$ cat src/rtl/sram_arbiter_if.sv
// sram_arbiter_if
//   Requester-side bus of the SRAM arbiter: three req/gnt ports sharing one
//   SRAM_Controller, plus the read-return signals.
//   master modport : requester side (drives req/we_n/address/write_data)
//   slave modport  : arbiter side (drives gnt/rvalid/rdata)
//   req[p], we_n[p]      per-port request and active-low write enable
//   address0/1/2         per-port 18-bit address
//   write_data0/1/2      per-port 16-bit write data
//   gnt                  one-hot combinational grant
//   rvalid[p]            per-port read-data valid
//   rdata                SRAM read data broadcast to all ports
interface sram_arbiter_if;
   logic [2:0]  req;
   logic [2:0]  we_n;
   logic [17:0] address0;
   logic [17:0] address1;
   logic [17:0] address2;
   logic [15:0] write_data0;
   logic [15:0] write_data1;
   logic [15:0] write_data2;
   logic [2:0]  gnt;
   logic [2:0]  rvalid;
   logic [15:0] rdata;

   modport master (
      output req, we_n, address0, address1, address2,
             write_data0, write_data1, write_data2,
      input  gnt, rvalid, rdata
   );

   modport slave (
      input  req, we_n, address0, address1, address2,
             write_data0, write_data1, write_data2,
      output gnt, rvalid, rdata
   );
endinterface

$ cat src/rtl/sram_arbiter.sv
// sram_arbiter
//   Shares one SRAM_Controller port between the display fetch (port 0), the
//   colourspace-conversion datapath (port 1) and the IDCT/decode datapath
//   (port 2). Accepted accesses are registered onto the controller inputs and
//   read data is steered back through a valid/port pipeline matched to the
//   SRAM read latency. A burst cap limits how long one port keeps the memory
//   while another port is waiting.
//
//   Parameters : READ_LATENCY (2..6), MAX_BURST (1..15)
//   Ports      : Clock_50, Resetn (async, active low)
//                bus             sram_arbiter_if.slave requester bus
//                SRAM_ready      controller ready, no grants while low
//                SRAM_read_data  read data from the controller
//                SRAM_address, SRAM_write_data, SRAM_we_n  registered outputs
//   Build option: define SRAM_ARB_RR_EN for round-robin selection of a new
//   owner; otherwise selection is fixed priority 0 > 1 > 2.
module sram_arbiter #(
   parameter int READ_LATENCY = 3,
   parameter int MAX_BURST    = 8
) (
   input  logic        Clock_50,
   input  logic        Resetn,
   sram_arbiter_if.slave bus,
   input  logic        SRAM_ready,
   input  logic [15:0] SRAM_read_data,
   output logic [17:0] SRAM_address,
   output logic [15:0] SRAM_write_data,
   output logic        SRAM_we_n
);

   typedef enum logic [1:0] {
      OWN_P0   = 2'd0,
      OWN_P1   = 2'd1,
      OWN_P2   = 2'd2,
      OWN_NONE = 2'd3
   } owner_e;

   localparam logic [3:0] BURST_CAP = 4'(MAX_BURST);

   owner_e      owner_q, owner_nxt;
   logic [3:0]  burst_q, burst_nxt;
   logic [2:0]  owner_mask;
   logic [2:0]  others_req;
   logic        owner_req;
   logic [2:0]  gnt_c;
   logic [1:0]  acc_port;
   logic        accept;
   logic        acc_read;
   logic [17:0] acc_addr;
   logic [15:0] acc_wdata;
   logic        acc_we_n;

   logic [READ_LATENCY-1:0]      vld_p;
   logic [READ_LATENCY-1:0][1:0] port_p;

   function automatic logic [1:0] pick_fixed(input logic [2:0] cand);
      logic [1:0] pick;
      if (cand[0])      pick = 2'd0;
      else if (cand[1]) pick = 2'd1;
      else              pick = 2'd2;
      return pick;
   endfunction

`ifdef SRAM_ARB_RR_EN
   logic [1:0] rr_last_q, rr_last_nxt;

   // Search starts just after the last owner and wraps 2 -> 0.
   function automatic logic [1:0] pick_rr(input logic [2:0] cand, input logic [1:0] last);
      logic [1:0] p;
      logic [1:0] pick;
      logic       found;
      p     = (last >= 2'd2) ? 2'd0 : last + 2'd1;
      pick  = 2'd0;
      found = 1'b0;
      for (int i = 0; i < 3; i++) begin
         if (!found && cand[p]) begin
            pick  = p;
            found = 1'b1;
         end
         p = (p == 2'd2) ? 2'd0 : p + 2'd1;
      end
      return pick;
   endfunction
`endif

   // Owner/burst state register
   always_ff @(posedge Clock_50 or negedge Resetn) begin
      if (!Resetn) begin
         owner_q   <= OWN_NONE;
         burst_q   <= 4'd0;
`ifdef SRAM_ARB_RR_EN
         rr_last_q <= 2'd2;
`endif
      end else begin
         owner_q   <= owner_nxt;
         burst_q   <= burst_nxt;
`ifdef SRAM_ARB_RR_EN
         rr_last_q <= rr_last_nxt;
`endif
      end
   end

   // Grant decision and next owner
   always_comb begin
      owner_nxt = owner_q;
      burst_nxt = burst_q;
      gnt_c     = 3'b000;
      acc_port  = 2'd0;
`ifdef SRAM_ARB_RR_EN
      rr_last_nxt = rr_last_q;
`endif
      case (owner_q)
         OWN_P0:  owner_mask = 3'b001;
         OWN_P1:  owner_mask = 3'b010;
         OWN_P2:  owner_mask = 3'b100;
         default: owner_mask = 3'b000;
      endcase
      owner_req  = |(bus.req & owner_mask);
      others_req = bus.req & ~owner_mask;

      // With SRAM_ready low everything holds so the burst resumes afterwards.
      if (Resetn && SRAM_ready) begin
         if (bus.req == 3'b000) begin
            owner_nxt = OWN_NONE;
            burst_nxt = 4'd0;
         end else if (owner_req && ((burst_q < BURST_CAP) || (others_req == 3'b000))) begin
            gnt_c     = owner_mask;
            acc_port  = owner_q;
            burst_nxt = (burst_q == 4'hF) ? burst_q : burst_q + 4'd1;
         end else begin
            // Owner either dropped req or hit the cap with others waiting;
            // others_req is non-zero in both cases.
`ifdef SRAM_ARB_RR_EN
            acc_port    = pick_rr(others_req, rr_last_q);
            rr_last_nxt = acc_port;
`else
            acc_port = pick_fixed(others_req);
`endif
            owner_nxt = owner_e'(acc_port);
            burst_nxt = 4'd1;
            gnt_c     = 3'b001 << acc_port;
         end
      end
   end

   assign accept = |gnt_c;

   always_comb begin
      acc_addr  = bus.address0;
      acc_wdata = bus.write_data0;
      acc_we_n  = bus.we_n[0];
      case (acc_port)
         2'd1: begin
            acc_addr  = bus.address1;
            acc_wdata = bus.write_data1;
            acc_we_n  = bus.we_n[1];
         end
         2'd2: begin
            acc_addr  = bus.address2;
            acc_wdata = bus.write_data2;
            acc_we_n  = bus.we_n[2];
         end
         default: ;
      endcase
   end

   assign acc_read = accept & acc_we_n;

   // Controller-side registers; address/data hold when nothing is accepted
   always_ff @(posedge Clock_50 or negedge Resetn) begin
      if (!Resetn) begin
         SRAM_address    <= 18'd0;
         SRAM_write_data <= 16'd0;
         SRAM_we_n       <= 1'b1;
      end else if (accept) begin
         SRAM_address    <= acc_addr;
         SRAM_write_data <= acc_wdata;
         SRAM_we_n       <= acc_we_n;
      end else begin
         SRAM_we_n       <= 1'b1;
      end
   end

   // Read-return pipeline, loaded on the same edge as SRAM_address
   always_ff @(posedge Clock_50 or negedge Resetn) begin
      if (!Resetn) begin
         vld_p  <= '0;
         port_p <= '0;
      end else begin
         vld_p  <= {vld_p[READ_LATENCY-2:0], acc_read};
         port_p <= {port_p[READ_LATENCY-2:0], acc_port};
      end
   end

   assign bus.gnt    = gnt_c;
   assign bus.rvalid = vld_p[READ_LATENCY-1] ? (3'b001 << port_p[READ_LATENCY-1]) : 3'b000;
   assign bus.rdata  = SRAM_read_data;

endmodule

$ cat src/flat_wrapper.sv
// flat-port wrapper written by rule: the top's interface ports become plain ports
module sram_arbiter_flat 
#(
   parameter int READ_LATENCY = 3,
   parameter int MAX_BURST    = 8
)
  (Clock_50, Resetn, SRAM_ready, SRAM_read_data, SRAM_address, SRAM_write_data, SRAM_we_n, bus_req, bus_we_n, bus_address0, bus_address1, bus_address2, bus_write_data0, bus_write_data1, bus_write_data2, bus_gnt, bus_rvalid, bus_rdata);
  sram_arbiter_if bus_i ();
  input  logic Clock_50;
  input  logic Resetn;
  input  logic SRAM_ready;
  input  logic [15:0] SRAM_read_data;
  output logic [17:0] SRAM_address;
  output logic [15:0] SRAM_write_data;
  output logic SRAM_we_n;
  input wire logic [$bits(bus_i.req)-1:0] bus_req;
  input wire logic [$bits(bus_i.we_n)-1:0] bus_we_n;
  input wire logic [$bits(bus_i.address0)-1:0] bus_address0;
  input wire logic [$bits(bus_i.address1)-1:0] bus_address1;
  input wire logic [$bits(bus_i.address2)-1:0] bus_address2;
  input wire logic [$bits(bus_i.write_data0)-1:0] bus_write_data0;
  input wire logic [$bits(bus_i.write_data1)-1:0] bus_write_data1;
  input wire logic [$bits(bus_i.write_data2)-1:0] bus_write_data2;
  output wire logic [$bits(bus_i.gnt)-1:0] bus_gnt;
  output wire logic [$bits(bus_i.rvalid)-1:0] bus_rvalid;
  output wire logic [$bits(bus_i.rdata)-1:0] bus_rdata;
  assign bus_i.req = bus_req;
  assign bus_i.we_n = bus_we_n;
  assign bus_i.address0 = bus_address0;
  assign bus_i.address1 = bus_address1;
  assign bus_i.address2 = bus_address2;
  assign bus_i.write_data0 = bus_write_data0;
  assign bus_i.write_data1 = bus_write_data1;
  assign bus_i.write_data2 = bus_write_data2;
  assign bus_gnt = bus_i.gnt;
  assign bus_rvalid = bus_i.rvalid;
  assign bus_rdata = bus_i.rdata;
  sram_arbiter #(.READ_LATENCY(READ_LATENCY), .MAX_BURST(MAX_BURST)) u_core (.Clock_50(Clock_50), .Resetn(Resetn), .bus(bus_i), .SRAM_ready(SRAM_ready), .SRAM_read_data(SRAM_read_data), .SRAM_address(SRAM_address), .SRAM_write_data(SRAM_write_data), .SRAM_we_n(SRAM_we_n));
endmodule
$ cat config.mk
export PLATFORM = sky130hd
export DESIGN_NAME = sram_arbiter_flat
export DESIGN_NICKNAME = d
export VERILOG_FILES = /design/src/rtl/sram_arbiter_if.sv /design/src/rtl/sram_arbiter.sv /design/src/flat_wrapper.sv
export SDC_FILE = /design/constraint.sdc
export NUM_CORES = 1
export LEC_CHECK = 0
export ABC_AREA = 1
export BUFFER_PORTS_ARGS = -buffer_cell sky130_fd_sc_hd__buf_2
export CORE_ASPECT_RATIO = 1.5
export CORE_UTILIZATION = 40
export DETAILED_ROUTE_END_ITERATION = 6
export GPL_TIMING_DRIVEN = 0
export PLACE_DENSITY_LB_ADDON = 0.15
export SYNTH_ARGS = -nofsm -noshare
export SYNTH_HDL_FRONTEND = slang
export SYNTH_SLANG_ARGS = --single-unit
export TNS_END_PERCENT = 5
$ cat constraint.sdc
create_clock -name Clock_50 -period 6.1 [get_ports Clock_50]
set_clock_uncertainty 0.2 [all_clocks]
set_input_delay 0.305 -clock Clock_50 [delete_from_list [all_inputs] [get_ports Clock_50]]
set_output_delay 0.305 -clock Clock_50 [all_outputs]
set_load 0.005 [all_outputs]
# After elaboration in Yosys (flattened, before gate mapping)
# Cells that the tools add are included.
dict set report classes {
  add_sub_neg 1
  order_cmp 1
  eq_ne 6
  shift 2
  n_mux 21
  bitwise 4
  n_reduce_logical 9
}
# op n
set op_table {}
lappend op_table {{case mux 18 bit (2 select lines)} 1}
lappend op_table {{case mux 16 bit (2 select lines)} 1}
lappend op_table {{2-to-1 mux 2 bit} 9}
lappend op_table {{2-to-1 mux 3 bit} 4}
lappend op_table {{2-to-1 mux 4 bit} 3}
lappend op_table {{case mux 3 bit (3 select lines)} 1}
lappend op_table {{bitwise AND 3 bit} 2}
lappend op_table {{logical NOT 3 bit} 2}
lappend op_table {{OR reduction 3 bit} 2}
lappend op_table {{<< shifter 1 x 2 -> 3 bit (first input constant)} 2}
lappend op_table {{adder 4 x 1 -> 4 bit (second input constant)} 1}
lappend op_table {{== test 2 x 1 -> 1 bit (second input constant)} 2}
lappend op_table {{== test 2 bit (second input constant)} 2}
lappend op_table {{== test 4 bit (second input constant)} 1}
lappend op_table {{< comparator 4 bit (second input constant)} 1}
lappend op_table {{!= test 3 x 2 -> 1 bit (second input constant)} 1}
lappend op_table {{inverter 3 bit} 1}
lappend op_table {{logical AND 1 bit} 2}
lappend op_table {{logical NOT 2 bit} 1}
lappend op_table {{case mux 1 bit (2 select lines)} 1}
lappend op_table {{AND reduction 2 bit} 1}
lappend op_table {{bitwise AND 1 bit} 1}
lappend op_table {{logical OR 1 bit} 1}
lappend op_table {{2-to-1 mux 1 bit} 1}
dict set report word_totals {
  register_bits 50
  input_bits 127
  out_inout_bits 57
  elab_cells 53
}

# Longest topological paths before layout
# Gate-level depths: netlist of the first run.
dict set report logic_depth {
  depth_word 16
  mapped_depth 16
}

# Worst setup path after synthesis of the first run
# No wires, ideal clock.
dict set report synth_path {
  path_type {reg-to-reg}
  start {register u_core.owner_q[0]}
  end {register u_core.SRAM_address[10]}
  setup_time_ns 0.082
  t_arrival_ns 2.165
  required_ns 5.818
  setup_slack_ns 3.653
  stages_incl_launch_ff 13
  path_buffers 2
  path_cell_list {dfstp_2 > inv_2 > nand3_1 > nand3_2 > nand2_4 > nand2_4 > a21oi_1 > ha_1 > buf_2 > clkinv_1 > clkbuf_1 > nand2_1 > a31oi_1}
}
dict set report synth_between {
  elab_chain_len 14
}
# item line_no
set synth_lines {}
lappend synth_lines {{start: declaration} sram_arbiter.sv:40} ;# owner_e owner_q, owner_nxt;
lappend synth_lines {{start signal: assignment} sram_arbiter.sv:95} ;# owner_q <= owner_nxt;
lappend synth_lines {{== test 2 bit, or another cell as far along} sram_arbiter.sv:112} ;# case (owner_q)
lappend synth_lines {{case mux 3 bit (3 select lines)} sram_arbiter.sv:112}
lappend synth_lines {{inverter 3 bit} sram_arbiter.sv:119} ;# others_req = bus.req & ~owner_mask;
lappend synth_lines {{bitwise AND 3 bit} sram_arbiter.sv:119}
lappend synth_lines {{2-to-1 mux 2 bit} sram_arbiter.sv:59} ;# else if (cand[1]) pick = 2'd1;
lappend synth_lines {{2-to-1 mux 2 bit} sram_arbiter.sv:58} ;# if (cand[0]) pick = 2'd0;
lappend synth_lines {{2-to-1 mux 2 bit} sram_arbiter.sv:126} ;# end else if (owner_req && ((burst_q < BURST_CAP) || (others_req == 3'b000))) begin
lappend synth_lines {{2-to-1 mux 2 bit} sram_arbiter.sv:123} ;# if (bus.req == 3'b000) begin
lappend synth_lines {{2-to-1 mux 2 bit} sram_arbiter.sv:122} ;# if (Resetn && SRAM_ready) begin
lappend synth_lines {{2-to-1 mux 2 bit *} sram_arbiter.sv:126}
lappend synth_lines {{2-to-1 mux 2 bit *} sram_arbiter.sv:123}
lappend synth_lines {{2-to-1 mux 2 bit *} sram_arbiter.sv:122}
lappend synth_lines {{via u_core.acc_port[0]} sram_arbiter.sv:46} ;# logic [1:0] acc_port;
lappend synth_lines {{== test 2 bit or == test 2 x 1 -> 1 bit (tied branches)} sram_arbiter.sv:152} ;# case (acc_port)
lappend synth_lines {{case mux 18 bit (2 select lines) *} sram_arbiter.sv:152}
lappend synth_lines {{end signal: assignment} sram_arbiter.sv:176} ;# SRAM_address <= acc_addr;
lappend synth_lines {{end: declaration} sram_arbiter.sv:26} ;# output logic [17:0] SRAM_address,
# Mark *: on every way through the listed nets, which the timed path passes. The rest lies on a longest branch. The select of a mux whose other input is x is not followed.
# A chain may end at the register's enable or synchronous reset.

# Worst setup path after layout of the first run
dict set report layout_path {
  start {input Resetn}
  end {register u_core.SRAM_address[12]}
}
dict set report layout_between {
  elab_chain_len 4
}
# item line_no
set layout_lines {}
lappend layout_lines {{start: declaration} flat_wrapper.sv:10} ;# input logic Resetn;
lappend layout_lines {{logical AND 1 bit *} sram_arbiter.sv:122}
lappend layout_lines {{2-to-1 mux 2 bit *} sram_arbiter.sv:122}
lappend layout_lines {{via u_core.acc_port[0]} sram_arbiter.sv:46}
lappend layout_lines {{== test 2 bit or == test 2 x 1 -> 1 bit (tied branches)} sram_arbiter.sv:152}
lappend layout_lines {{case mux 18 bit (2 select lines) *} sram_arbiter.sv:152}
# Mark *: on every way through the listed nets, which the timed path passes. The rest lies on a longest branch.

==> reports/results.txt, run 1 <==
outcome = complete, but fails checks
failing checks = DRC
drt initial violations = 196
CP max FO = 51
Max H-tree Level = 2
Simple-Gate Fraction of Synth Area = 24.0%
Sw Ratio = 38.1%
Std-Cell Rows = 37
worst hold path class = in -> async
mapped cell area = 2820 um2
Die Area = 7410 um2
WP data arrival = 3470 ps
total I/O pin count = 184
# diodes = 0
multiplexer share of the synthesized area = 0%
post-synthesis cell count = 339
worst-case clock buffer depth = 2
Power Dens Cells = 281 nW/um2
Synth Area in Adders = 1.33%
layout cells sized above 1 = 43.4%
Synth Area in XOR/XNOR = 0.620%
TritonCTS clock tree = yes
Syn Nets = 469
largest family of logic cells by synthesized area = simple AND/OR/NAND/NOR gates
core area = 6850 um2
CP Capture Type = flip-flop
max_cap viols = 0
sequential fraction of the synthesis area = 44.4%
Compound-Gate Fraction of Synth Area = 19.7%
total global routing overflow = 0
DRC = 34
DP Area = 3760 um2
routed len/inst = 14.5 um
Fmax achieved = 290 MHz
final hold viol count = 0
RSZ-0062 raised after global routing = false
Final Max Tran Viols = 0
Initial Util = 41.2%
crit start category = input pin
drt total wl = 8.56 mm
peak supply drop = 0.136 mV
Final ANT Viol Nets = 0
Final nets = 643
vias in the first global route = 2894
Finished Cell Area = 3850 um2
Critical Path RT = 6120 ps
Final TNS setup = 0 ps
worst r2r path cells = 12
Synth area leader = dfrtp_1
First-pass DRT Iterations = 6
setup bufs post-CTS = 0
crit share post-route = 56.5%
CP Class = in -> reg
register share of total power = 41.6%
GRT Total Usage = 23.4%
Slew @ Worst Pin = 1150 ps
Yosys Warn Count = 0
Switch Pwr = 0.411 mW
Die Wd = 70.6 um
Yosys top cell area share = 41.6%
buffers added on ports = 167
cts hold-fix bufs = 0
TritonCTS Buffers = 5
Yosys cell types = 26
Clk network pwr share = 18.3%
first-pass GRT wire length = 13.6 mm
initial antenna violation count = 0
Clk Latency, worst-skew pair = 310 ps
commonest non-fill, non-tap cells in the layout = buf_2, nand2_1, dfrtp_1
Final min period = 3450 ps
commonest non-fill, non-tap cell in the layout = buf_2
#FFs+latches synth = 50
synth top area cells = dfrtp_1, nand2_1, a22o_1
Via Count = 2998
Avg Inst Size Synth = 8.33 um2
Final Hold Slack = 19.5 ps
final setup fails = 0
Leakage = 2.01 nW
clk sinks = 50
largest net degree at the start of global routing = 52
routed vias/inst = 5.06
slew margin rel. = 23.3%
clock root buffer = clkbuf_8
power share of the combinational group = 40.2%
Die Y = 105 um
Pint = 0.670 mW
DP HPWL = 6.47 mm
clock slew at reported path FFs = 100 ps
CTS-repair resized insts = 0
P&R area growth vs syn = 36.2%
routability cong. = 0.829
==> sequential cells by signal (all words and copies together), names as in the netlist <==
signal and cells:
u_core.SRAM_we_n 1, u_core.SRAM_address 18, u_core.owner_q 2, u_core.SRAM_write_data 16
u_core.port_p 6, u_core.vld_p 3, u_core.burst_q 4
==> final cells by class <==
| type | count | area (um2) |
|---|---|---|
| sequential | 50 | 1250 |
| tap | 78 | 97.6 |
| inverter | 14 | 52.6 |
| fill | 673 | 3000 |
| timing repair buffer | 167 | 836 |
| clock buffer | 5 | 68.8 |
| multi-input combinational | 236 | 1290 |
| buffer | 39 | 229 |
| clock inverter | 3 | 21.3 |
==> cell families (layout without fill, tap and decap cells) <==
kind of cell | after synthesis | in the layout
flip-flops | 50 | 50
AND/OR/NAND/NOR | 157 | 157
AO/OA/AOI/OAI | 74 | 74
buffers and inverters | 53 | 228
adder cells (fa/ha/maj) | 3 | 3
XOR/XNOR | 2 | 2
==> routing by layer <==
| metal | vias to the layer above | GRT usage [%] | part of all wire, % | wire [um] |
|---|---|---|---|---|
| met5 | - | 0 | 0 | 0 |
| met4 | 0 | 6.14 | 1.5 | 132 |
| met2 | 122 | 42.6 | 52 | 4450 |
| met3 | 10 | 3.66 | 7.0 | 598 |
| li1 | 1489 | - | - | - |
| met1 | 1377 | 28.3 | 39 | 3380 |
==> per-stage QoR <==
stage | setup WS, ps | total power [mW] | cells | util, %
2_1_floorplan | 3650 | 0.714 | 339 | -
3_3_place_gp | 2310 | 0.880 | 584 | 54.8
3_5_place_dp | 2180 | 0.891 | 584 | 54.8
4_1_cts | 2530 | 1.09 | 592 | 56.2
5_1_grt | 2170 | 1.16 | 592 | 56.2
6_report | 2650 | 1.08 | 592 | 56.2
==> critical path, stage by stage <==
cell      delay (ps)
buf_2            840
nand2_1          220
nor2_1           230
buf_4            210
inv_1            130
a21oi_1          220
ha_1             260
buf_2            170
clkinv_1         190
clkbuf_1         400
nand2_1          110
a31oi_1          150
==> synth_stat cells <==
library cell / n
nor3_1: 2
ha_1: 3
a21oi_1: 1
a31oi_1: 34
buf_4: 19
clkbuf_1: 11
nand2_4: 3
nand2_1: 90
dfrtp_1: 47
nand3_1: 10
clkinv_1: 1
inv_1: 9
a22o_1: 34
buf_2: 9
o21ai_2: 1
o21ai_1: 2
nand4_1: 3
nor3b_1: 1
a21oi_4: 1
xor2_1: 2
nand3_2: 5
nor2_1: 40
dfstp_2: 3
nand2_2: 3
o21ai_0: 1
inv_2: 4
==> worst paths after layout <==
check / from / end / slack (ps)
setup reg to reg: u_core.owner_q[0]$_DFFE_PN1P_ / u_core.SRAM_address[12]$_DFFE_PN0P_ / 3150
setup / recovery: Resetn / u_core.SRAM_address[12]$_DFFE_PN0P_ / 2650
min in group Clock_50: bus_write_data0[5] / u_core.SRAM_write_data[5]$_DFFE_PN0P_ / 40
max in group asynchronous: Resetn / u_core.SRAM_write_data[3]$_DFFE_PN0P_ / 4970
hold / removal: Resetn / u_core.SRAM_write_data[2]$_DFFE_PN0P_ / 20
hold reg to reg: u_core.vld_p[1]$_DFF_PN0_ / u_core.vld_p[2]$_DFF_PN0_ / 150
==> power groups by stage <==
stage	Combinational (mW)	Clock [mW]	Sequential [mW]
after floorplan	0.258	0	0.455
after global placement	0.429	0	0.452
after detailed placement	0.437	0	0.455
after CTS	0.438	0.202	0.449
after global routing	0.485	0.217	0.460
final	0.434	0.197	0.449
Note: power is estimated with default switching activity, not from simulation.
==> run 2: changes to the inputs <==
--- a/config.mk
+++ b/config.mk
@@ -8,7 +8,7 @@
 export ABC_AREA = 1
 export BUFFER_PORTS_ARGS = -buffer_cell sky130_fd_sc_hd__buf_2
 export CORE_ASPECT_RATIO = 1.5
-export CORE_UTILIZATION = 40
+export CORE_UTILIZATION = 38
 export DETAILED_ROUTE_END_ITERATION = 6
 export GPL_TIMING_DRIVEN = 0
 export PLACE_DENSITY_LB_ADDON = 0.15
==> constraint.sdc (replaced) <==
create_clock -name Clock_50 -period 2.95 [get_ports Clock_50]
set_clock_uncertainty 0.2 [all_clocks]
set_input_delay 0.1475 -clock Clock_50 [delete_from_list [all_inputs] [get_ports Clock_50]]
set_output_delay 0.1475 -clock Clock_50 [all_outputs]
set_load 0.005 [all_outputs]
==> run 2 against run 1 <==
Against the previous run:
- the run now ends clean
- core utilization grew 3.2 points
- worst setup slack lost 2400 ps
- routed wire length grew 3.1%
- critical endpoint unchanged
- largest cell class is now buffers
==> reports/results.txt, run 2 (synthesis gave the netlist of run 1 again) <==
largest net degree at the start of global routing = 51 (was 52)
Die Wd = 72.4 um (was 70.6 um)
worst-case clock buffer depth = 2 (unchanged)
met2 usage = 40.7% (was 42.6%)
CP Capture Type = flip-flop (unchanged)
GRT Total Usage = 22.9% (was 23.4%)
DP Area = 3780 um2 (was 3760 um2)
WP data arrival = 2760 ps (was 3470 ps)
crit share post-route = 92.7%
buffers added on ports = 167 (unchanged)
Finished Cell Area = 4290 um2 (was 3850 um2)
Switch Pwr = 0.841 mW (was 0.411 mW)
final setup fails = 0 (unchanged)
met1 usage = 27.1% (was 28.3%)
Initial Util = 39.1% (was 41.2%)
Power Dens Cells = 534 nW/um2 (was 281 nW/um2)
DP HPWL = 6.38 mm (was 6.47 mm)
routability cong. = 0.855 (was 0.829)
M3 GR Usage = 3.09% (was 3.66%)
Fmax achieved = 366 MHz
vias in the first global route = 2982 (was 2894)
Clk network pwr share = 18.2% (was 18.3%)
first-pass GRT wire length = 13.8 mm (was 13.6 mm)
Critical Path RT = 2980 ps (was 6120 ps)
clk sinks = 50 (unchanged)
outcome = finished clean (was complete, but fails checks)
max_cap viols = 0 (unchanged)
TritonCTS clock tree = yes (unchanged)
Max H-tree Level = 2 (unchanged)
Final nets = 681 (was 643)
TritonCTS Buffers = 5 (unchanged)
P&R area growth vs syn = 52.0% (was 36.2%)
Final ANT Viol Nets = 0 (unchanged)
CP Class = reg -> reg (was in -> reg)
final hold viol count = 0 (unchanged)
worst hold path class = in -> reg (was in -> async)
Final WS setup = 216 ps (was 2650 ps)
slew margin rel. = 63.6% (was 23.3%)
Pint = 1.45 mW (was 0.670 mW)
max reg flops = 18 (unchanged)
setup bufs post-CTS = 0 (unchanged)
First-pass DRT Iterations = 4 (was 6)
Sw Ratio = 36.7% (was 38.1%)
drt initial violations = 147 (was 196)
Die Area = 7790 um2 (was 7410 um2)
Via Count = 3178 (was 2998)
core area = 7230 um2 (was 6850 um2)
Slew @ Worst Pin = 546 ps (was 1150 ps)
routed len/inst = 13.5 um (was 14.5 um)
register share of total power = 40.4% (was 41.6%)
peak supply drop = 0.274 mV (was 0.136 mV)
# diodes = 0 (unchanged)
initial antenna violation count = 0 (unchanged)
Final Max Tran Viols = 0 (unchanged)
commonest non-fill, non-tap cells in the layout = buf_2, nand2_1, dfrtp_1 (unchanged)
clock slew at reported path FFs = 90 ps (was 100 ps)
drt total wl = 8.82 mm (was 8.56 mm)
fill count = 719 (was 673)
RSZ-0062 raised after global routing = true (was false)
Die Y = 108 um (was 105 um)
crit start category = flip-flop (was input pin)
power share of the combinational group = 41.3% (was 40.2%)
commonest non-fill, non-tap cell in the layout = buf_2 (unchanged)
Clk Latency, worst-skew pair = 300 ps (was 310 ps)
Leakage = 2.21 nW (was 2.01 nW)
total global routing overflow = 0 (unchanged)
routed vias/inst = 4.87 (was 5.06)
total I/O pin count = 184 (unchanged)
Final min period = 2730 ps
CP max FO = 10 (was 51)
Std-Cell Rows = 38 (was 37)
layout cells sized above 1 = 41.8% (was 43.4%)
fin util = 59.4% (was 56.2%)
Top Registers = u_core.SRAM_address: 18 flops, u_core.SRAM_write_data: 16 flops, u_core.port_p: 6 flops (unchanged)
Top Usage Layer GRT = met2 (unchanged)
pre-CTS setup slack = -772 ps (was 2180 ps)
DRC = 0 (was 34)
Largest Register = u_core.SRAM_address (unchanged)
clock root buffer = clkbuf_8 (unchanged)
[run 2: final timing paths]
path                       slack [ps]  cells after the start                                    end                          start
min in group asynchronous         170                      3          u_core.burst_q[3]$_DFFE_PN0P_                         Resetn
max in group asynchronous        2110                      3          u_core.owner_q[0]$_DFFE_PN1P_                         Resetn
max reg2reg                       220                     12    u_core.SRAM_address[12]$_DFFE_PN0P_  u_core.owner_q[0]$_DFFE_PN1P_
min reg2reg                       150                      0              u_core.vld_p[1]$_DFF_PN0_      u_core.vld_p[0]$_DFF_PN0_
max                               220                     12    u_core.SRAM_address[12]$_DFFE_PN0P_  u_core.owner_q[0]$_DFFE_PN1P_
min                                10                      4  u_core.SRAM_write_data[5]$_DFFE_PN0P_             bus_write_data1[5]
[run 2: metrics by stage]
step	hold slack [ps]	std cells	TNS, ps	power (mW)
final	9.70	652	0	2.29
after global routing	27.0	652	-30.7	2.46
after CTS	2.78	652	0	2.32
after detailed placement	135	606	-25190	1.85
after global placement	131	606	-23760	1.82
after floorplan	-348	339	0	1.48
[run 2: layout make-up]
| class | count | area [um2] | share of cell area, % |
|---|---|---|---|
| multi-input combinational | 236 | 1290 | 30.0 |
| sequential | 50 | 1250 | 29.2 |
| timing repair buffer | 205 | 1240 | 28.9 |
| buffer | 39 | 238 | 5.54 |
| tap | 100 | 125 | 2.91 |
| clock buffer | 7 | 86.3 | 2.01 |
| inverter | 14 | 56.3 | 1.31 |
| clock inverter | 1 | 5.00 | 0.117 |
[run 2: power groups by stage]
stage	clock network [mW]	registers [mW]	logic, mW
3_3_place_gp	0	0.933	0.891
3_5_place_dp	0	0.939	0.907
6_report	0.418	0.927	0.948
2_1_floorplan	0	0.941	0.534
5_1_grt	0.457	0.944	1.06
4_1_cts	0.438	0.926	0.954
[run 2: routing by layer]
metal / up-vias / routed length (um)
li1: 1564 / -
met1: 1466 / 3400
met2: 130 / 4660
met3: 18 / 498
met4: 0 / 269
met5: - / 0
[run 2: timing repair]
action	in CTS	in global routing
gates resized for setup	2	20
endpoints found under the setup margin	36	32
hold buffers	38	0
endpoints found under the hold margin	87	0
[run 2: critical path: stages (launching register included)]
cell and delay (ps):
dfstp_2 620, inv_2 60, nand3_1 80, nand3_2 170, nand2_4 160, nand2_4 70
a21oi_1 180, ha_1 270, buf_2 180, clkinvlp_4 170, buf_2 260, nand2_1 90
a31oi_1 140
==> run 3: changes to the inputs <==
--- a/config.mk
+++ b/config.mk
@@ -5,10 +5,9 @@
 export SDC_FILE = /design/constraint.sdc
 export NUM_CORES = 1
 export LEC_CHECK = 0
-export ABC_AREA = 1
 export BUFFER_PORTS_ARGS = -buffer_cell sky130_fd_sc_hd__buf_2
 export CORE_ASPECT_RATIO = 1.5
-export CORE_UTILIZATION = 38
+export CORE_UTILIZATION = 39
 export DETAILED_ROUTE_END_ITERATION = 6
 export GPL_TIMING_DRIVEN = 0
 export PLACE_DENSITY_LB_ADDON = 0.15
==> run 3 against run 2 <==
Against the previous run:
- worst setup slack got worse by 85 ps
- final cell count decreased by 1.5%
- die area decreased by 1.3%
- sequential share of layout area decreased by 0.74 points
- sequential power decreased by 10%
- clock-buffer cell count decreased by 1
- critical path depth decreased by 1
- sequential cell count unchanged
- combinational power decreased by 42%
- area after synthesis increased by 1.2%
- power decreased by 14%
- core utilization increased by 3.6 points
- critical path type unchanged
- largest power group is now sequential cells
==> reports/results.txt, run 3 <==
outcome = finished clean (unchanged)
max_cap viols = 0 (unchanged)
Final ANT Viol Nets = 0 (unchanged)
R2R Path End = u_core.SRAM_address[1]$_DFFE_PN0P_ (was u_core.SRAM_address[12]$_DFFE_PN0P_)
slew margin rel. = 72.1% (was 63.6%)
layout cells sized above 1 = 42.2% (was 41.8%)
r2r startpoint = u_core.owner_q[0]$_DFFE_PN1P_ (unchanged)
Synth area leader = dfrtp_1 (unchanged)
Die Y = 107 um (was 108 um)
Finished Cell Area = 4400 um2 (was 4290 um2)
mapped cell area = 2860 um2 (was 2820 um2)
Syn Nets = 464 (was 469)
Yosys cell types = 41 (was 26)
Final Max Tran Viols = 0 (unchanged)
Avg Inst Size Synth = 8.56 um2 (was 8.33 um2)
drt initial violations = 182 (was 147)
RSZ-0062 raised after global routing = true (unchanged)
hold path depth = 5 (was 4)
Max H-tree Level = 2 (unchanged)
Initial Util = 40.9% (was 39.1%)
P&R area growth vs syn = 54.0% (was 52.0%)
register share of total power = 42.4% (was 40.4%)
fill count = 614 (was 719)
commonest cells in the netlist = nor2_1, dfrtp_1, nand2_1, a21oi_1, a22oi_1 (was nand2_1, dfrtp_1, nor2_1, a22o_1, a31oi_1)
DRC = 0 (unchanged)
Final nets = 674 (was 681)
WP data arrival = 2800 ps (was 2760 ps)
total global routing overflow = 0 (unchanged)
#FFs+latches synth = 50 (unchanged)
First-pass DRT Iterations = 4 (unchanged)
Top Registers = u_core.SRAM_address: 18 flops, u_core.SRAM_write_data: 16 flops, u_core.port_p: 6 flops (unchanged)
clock root buffer = clkbuf_8 (unchanged)
routability cong. = 0.822 (was 0.855)
Power Dens Cells = 447 nW/um2 (was 534 nW/um2)
Clk network pwr share = 29.8% (was 18.2%)
Post-synth EDFFs = 0 (unchanged)
pre-CTS setup slack = -930 ps (was -772 ps)
Worst Setup SP = u_core.owner_q[0]$_DFFE_PN1P_ (unchanged)
Critical Path RT = 2930 ps (was 2980 ps)
Largest Register = u_core.SRAM_address (unchanged)
commonest non-fill, non-tap cells in the layout = buf_2, dfrtp_1, nor2_1 (was buf_2, nand2_1, dfrtp_1)
vias in the first global route = 3048 (was 2982)
buffers added on ports = 165 (was 167)
Pint = 1.43 mW (was 1.45 mW)
DP Area = 3810 um2 (was 3780 um2)
CP Capture Type = flip-flop (unchanged)
clock slew at reported path FFs = 90 ps (about the same)
Final WS setup = 131 ps (was 216 ps)
total I/O pin count = 184 (unchanged)
initial antenna violation count = 0 (unchanged)
largest net degree at the start of global routing = 48 (was 51)
post-synthesis cell count = 334 (was 339)
Hold EP = u_core.SRAM_we_n$_DFF_PN1_ (was u_core.SRAM_write_data[5]$_DFFE_PN0P_)
# diodes = 0 (unchanged)
sequential fraction of the synthesis area = 43.9% (was 44.4%)
power share of the combinational group = 27.9% (was 41.3%)
Leakage = 2.15 nW (was 2.21 nW)
Hold Crit Start = bus_we_n[2] (was bus_write_data1[5])
Sw Ratio = 27.5% (was 36.7%)
Fmax achieved = 355 MHz (was 366 MHz)
Switch Pwr = 0.541 mW (was 0.841 mW)
CP Class = reg -> reg (unchanged)
synth top area cells = dfrtp_1, a22oi_1, a21oi_1 (was dfrtp_1, nand2_1, a22o_1)
Primary FF master, synth = dfrtp_1 (unchanged)
r2r setup slk = 130 ps (was 220 ps)
max reg flops = 18 (unchanged)
CP max FO = 10 (unchanged)
clk sinks = 50 (unchanged)
Yosys Warn Count = 0 (unchanged)
Die Area = 7680 um2 (was 7790 um2)
crit start category = flip-flop (unchanged)
Die Wd = 71.9 um (was 72.4 um)
Clk Latency, worst-skew pair = 290 ps (was 300 ps)
routed vias/inst = 5.06 (was 4.87)
peak supply drop = 0.245 mV (was 0.274 mV)
Final min period = 2820 ps (was 2730 ps)
Slew @ Worst Pin = 419 ps (was 546 ps)
crit share post-route = 95.6% (was 92.7%)
fin util = 63.0% (was 59.4%)
ys async rst share = 100% (unchanged)
DP HPWL = 6.53 mm (was 6.38 mm)
first-pass GRT wire length = 14.1 mm (was 13.8 mm)
Yosys top cell area share = 41.1% (was 41.6%)
Via Count = 3251 (was 3178)
TritonCTS Buffers = 5 (unchanged)
worst hold path class = in -> reg (unchanged)
commonest non-fill, non-tap cell in the layout = buf_2 (unchanged)
GRT Total Usage = 23.5% (was 22.9%)
routed len/inst = 14.2 um (was 13.5 um)
most common cell in the netlist = nor2_1 (was nand2_1)
Std-Cell Rows = 37 (was 38)
final setup fails = 0 (unchanged)
final hold viol count = 0 (unchanged)
worst-case clock buffer depth = 2 (unchanged)
worst r2r path cells = 11 (was 12)
drt total wl = 9.10 mm (was 8.82 mm)
core area = 6990 um2 (was 7230 um2)
TritonCTS clock tree = yes (unchanged)
[run 3: cell types whose count changed in the layout (fill, tap and decap cells not counted), moves of 6 or more]
cell     previous run  this run
nor2_1             40        46
a22oi_1             0        32
buf_2             178       170
a31oi_1            34         2
nand2_1            90        40
o21ai_0             0        33
a21oi_1             1        36
a22o_1             34         0
buf_4              19        25
inv_1               9         2
[run 3: final cells by class]
cell class | instances | area, um2 | area share [%]
clock inverters | 2 | 60.1 | 1.36
multi-input cells | 238 | 1340 | 30.4
flip-flops and latches | 50 | 1250 | 28.5
repair buffers | 204 | 1230 | 28.0
clock buffers | 6 | 82.6 | 1.88
plain buffers | 43 | 307 | 6.96
inverters | 2 | 7.51 | 0.170
well taps | 97 | 121 | 2.76
[run 3: what timing repair did]
item,in CTS,in global routing
cloned,0,0
setup buffers,0,1
endpoints found under the setup margin,36,30
pin swaps,0,2
endpoints found under the hold margin,83,0
resized for setup,6,30
hold buffers,38,0
[run 3: power by group through the flow]
stage                     registers [mW]  logic (mW)  clock network [mW]
final                              0.833       0.548               0.585
after global routing               0.846       0.610               0.630
after CTS                          0.834       0.541               0.594
after detailed placement           0.848       0.494                   0
after global placement             0.844       0.485                   0
after floorplan                    0.852       0.242                   0
[run 3: logic make-up (layout without fill, tap and decap cells)]
logic type,Yosys count,count (layout),synth area share (%)
compound gates,124,124,27.0
simple gates,110,110,17.1
flops,50,50,43.9
buf+inv,46,257,10.3
fa+ha+maj,3,3,1.31
mux,1,1,0.350
[run 3: layer usage]
| layer | GRT usage, % | wire length, um |
|---|---|---|
| met1 | 28.4 | 3660 |
| met2 | 42.8 | 4770 |
| met3 | 3.20 | 496 |
| met4 | 6.86 | 172 |
| met5 | 0 | 0 |
[run 3: worst max path at each step]
| stage | cells past startpoint | slack (ps) | to |
|---|---|---|---|
| CTS | 11 | 3 | u_core.SRAM_write_data[5]$_DFFE_PN0P_ |
| global route | 11 | -6 | u_core.SRAM_write_data[8]$_DFFE_PN0P_ |
| floorplan | 11 | 370 | u_core.SRAM_address[10]$_DFFE_PN0P_ |
| global placement | 11 | -900 | u_core.SRAM_write_data[6]$_DFFE_PN0P_ |
| detailed placement | 11 | -930 | u_core.SRAM_write_data[8]$_DFFE_PN0P_ |
| finish | 11 | 130 | u_core.SRAM_address[1]$_DFFE_PN0P_ |
[run 3: critical path, stage by stage, from the launching register on]
cell and delay (ps):
dfstp_2 520, buf_4 150, and4bb_1 220, or2_4 260, or2_2 280, ha_1 170, buf_2 190, buf_4 200
a22oi_1 190, nor2_1 60, a21oi_1 150, o21ai_0 100
[run 3: stage by stage]
step                      power [mW]  hold slack (ps)  TNS (ps)  std cells
after detailed placement        1.34              136    -26170        596
after global placement          1.33              132    -25080        596
after global routing            2.09             17.1     -10.0        642
after CTS                       1.97             16.2         0        641
after floorplan                 1.09             -348         0        334
final                           1.97             28.1         0        642
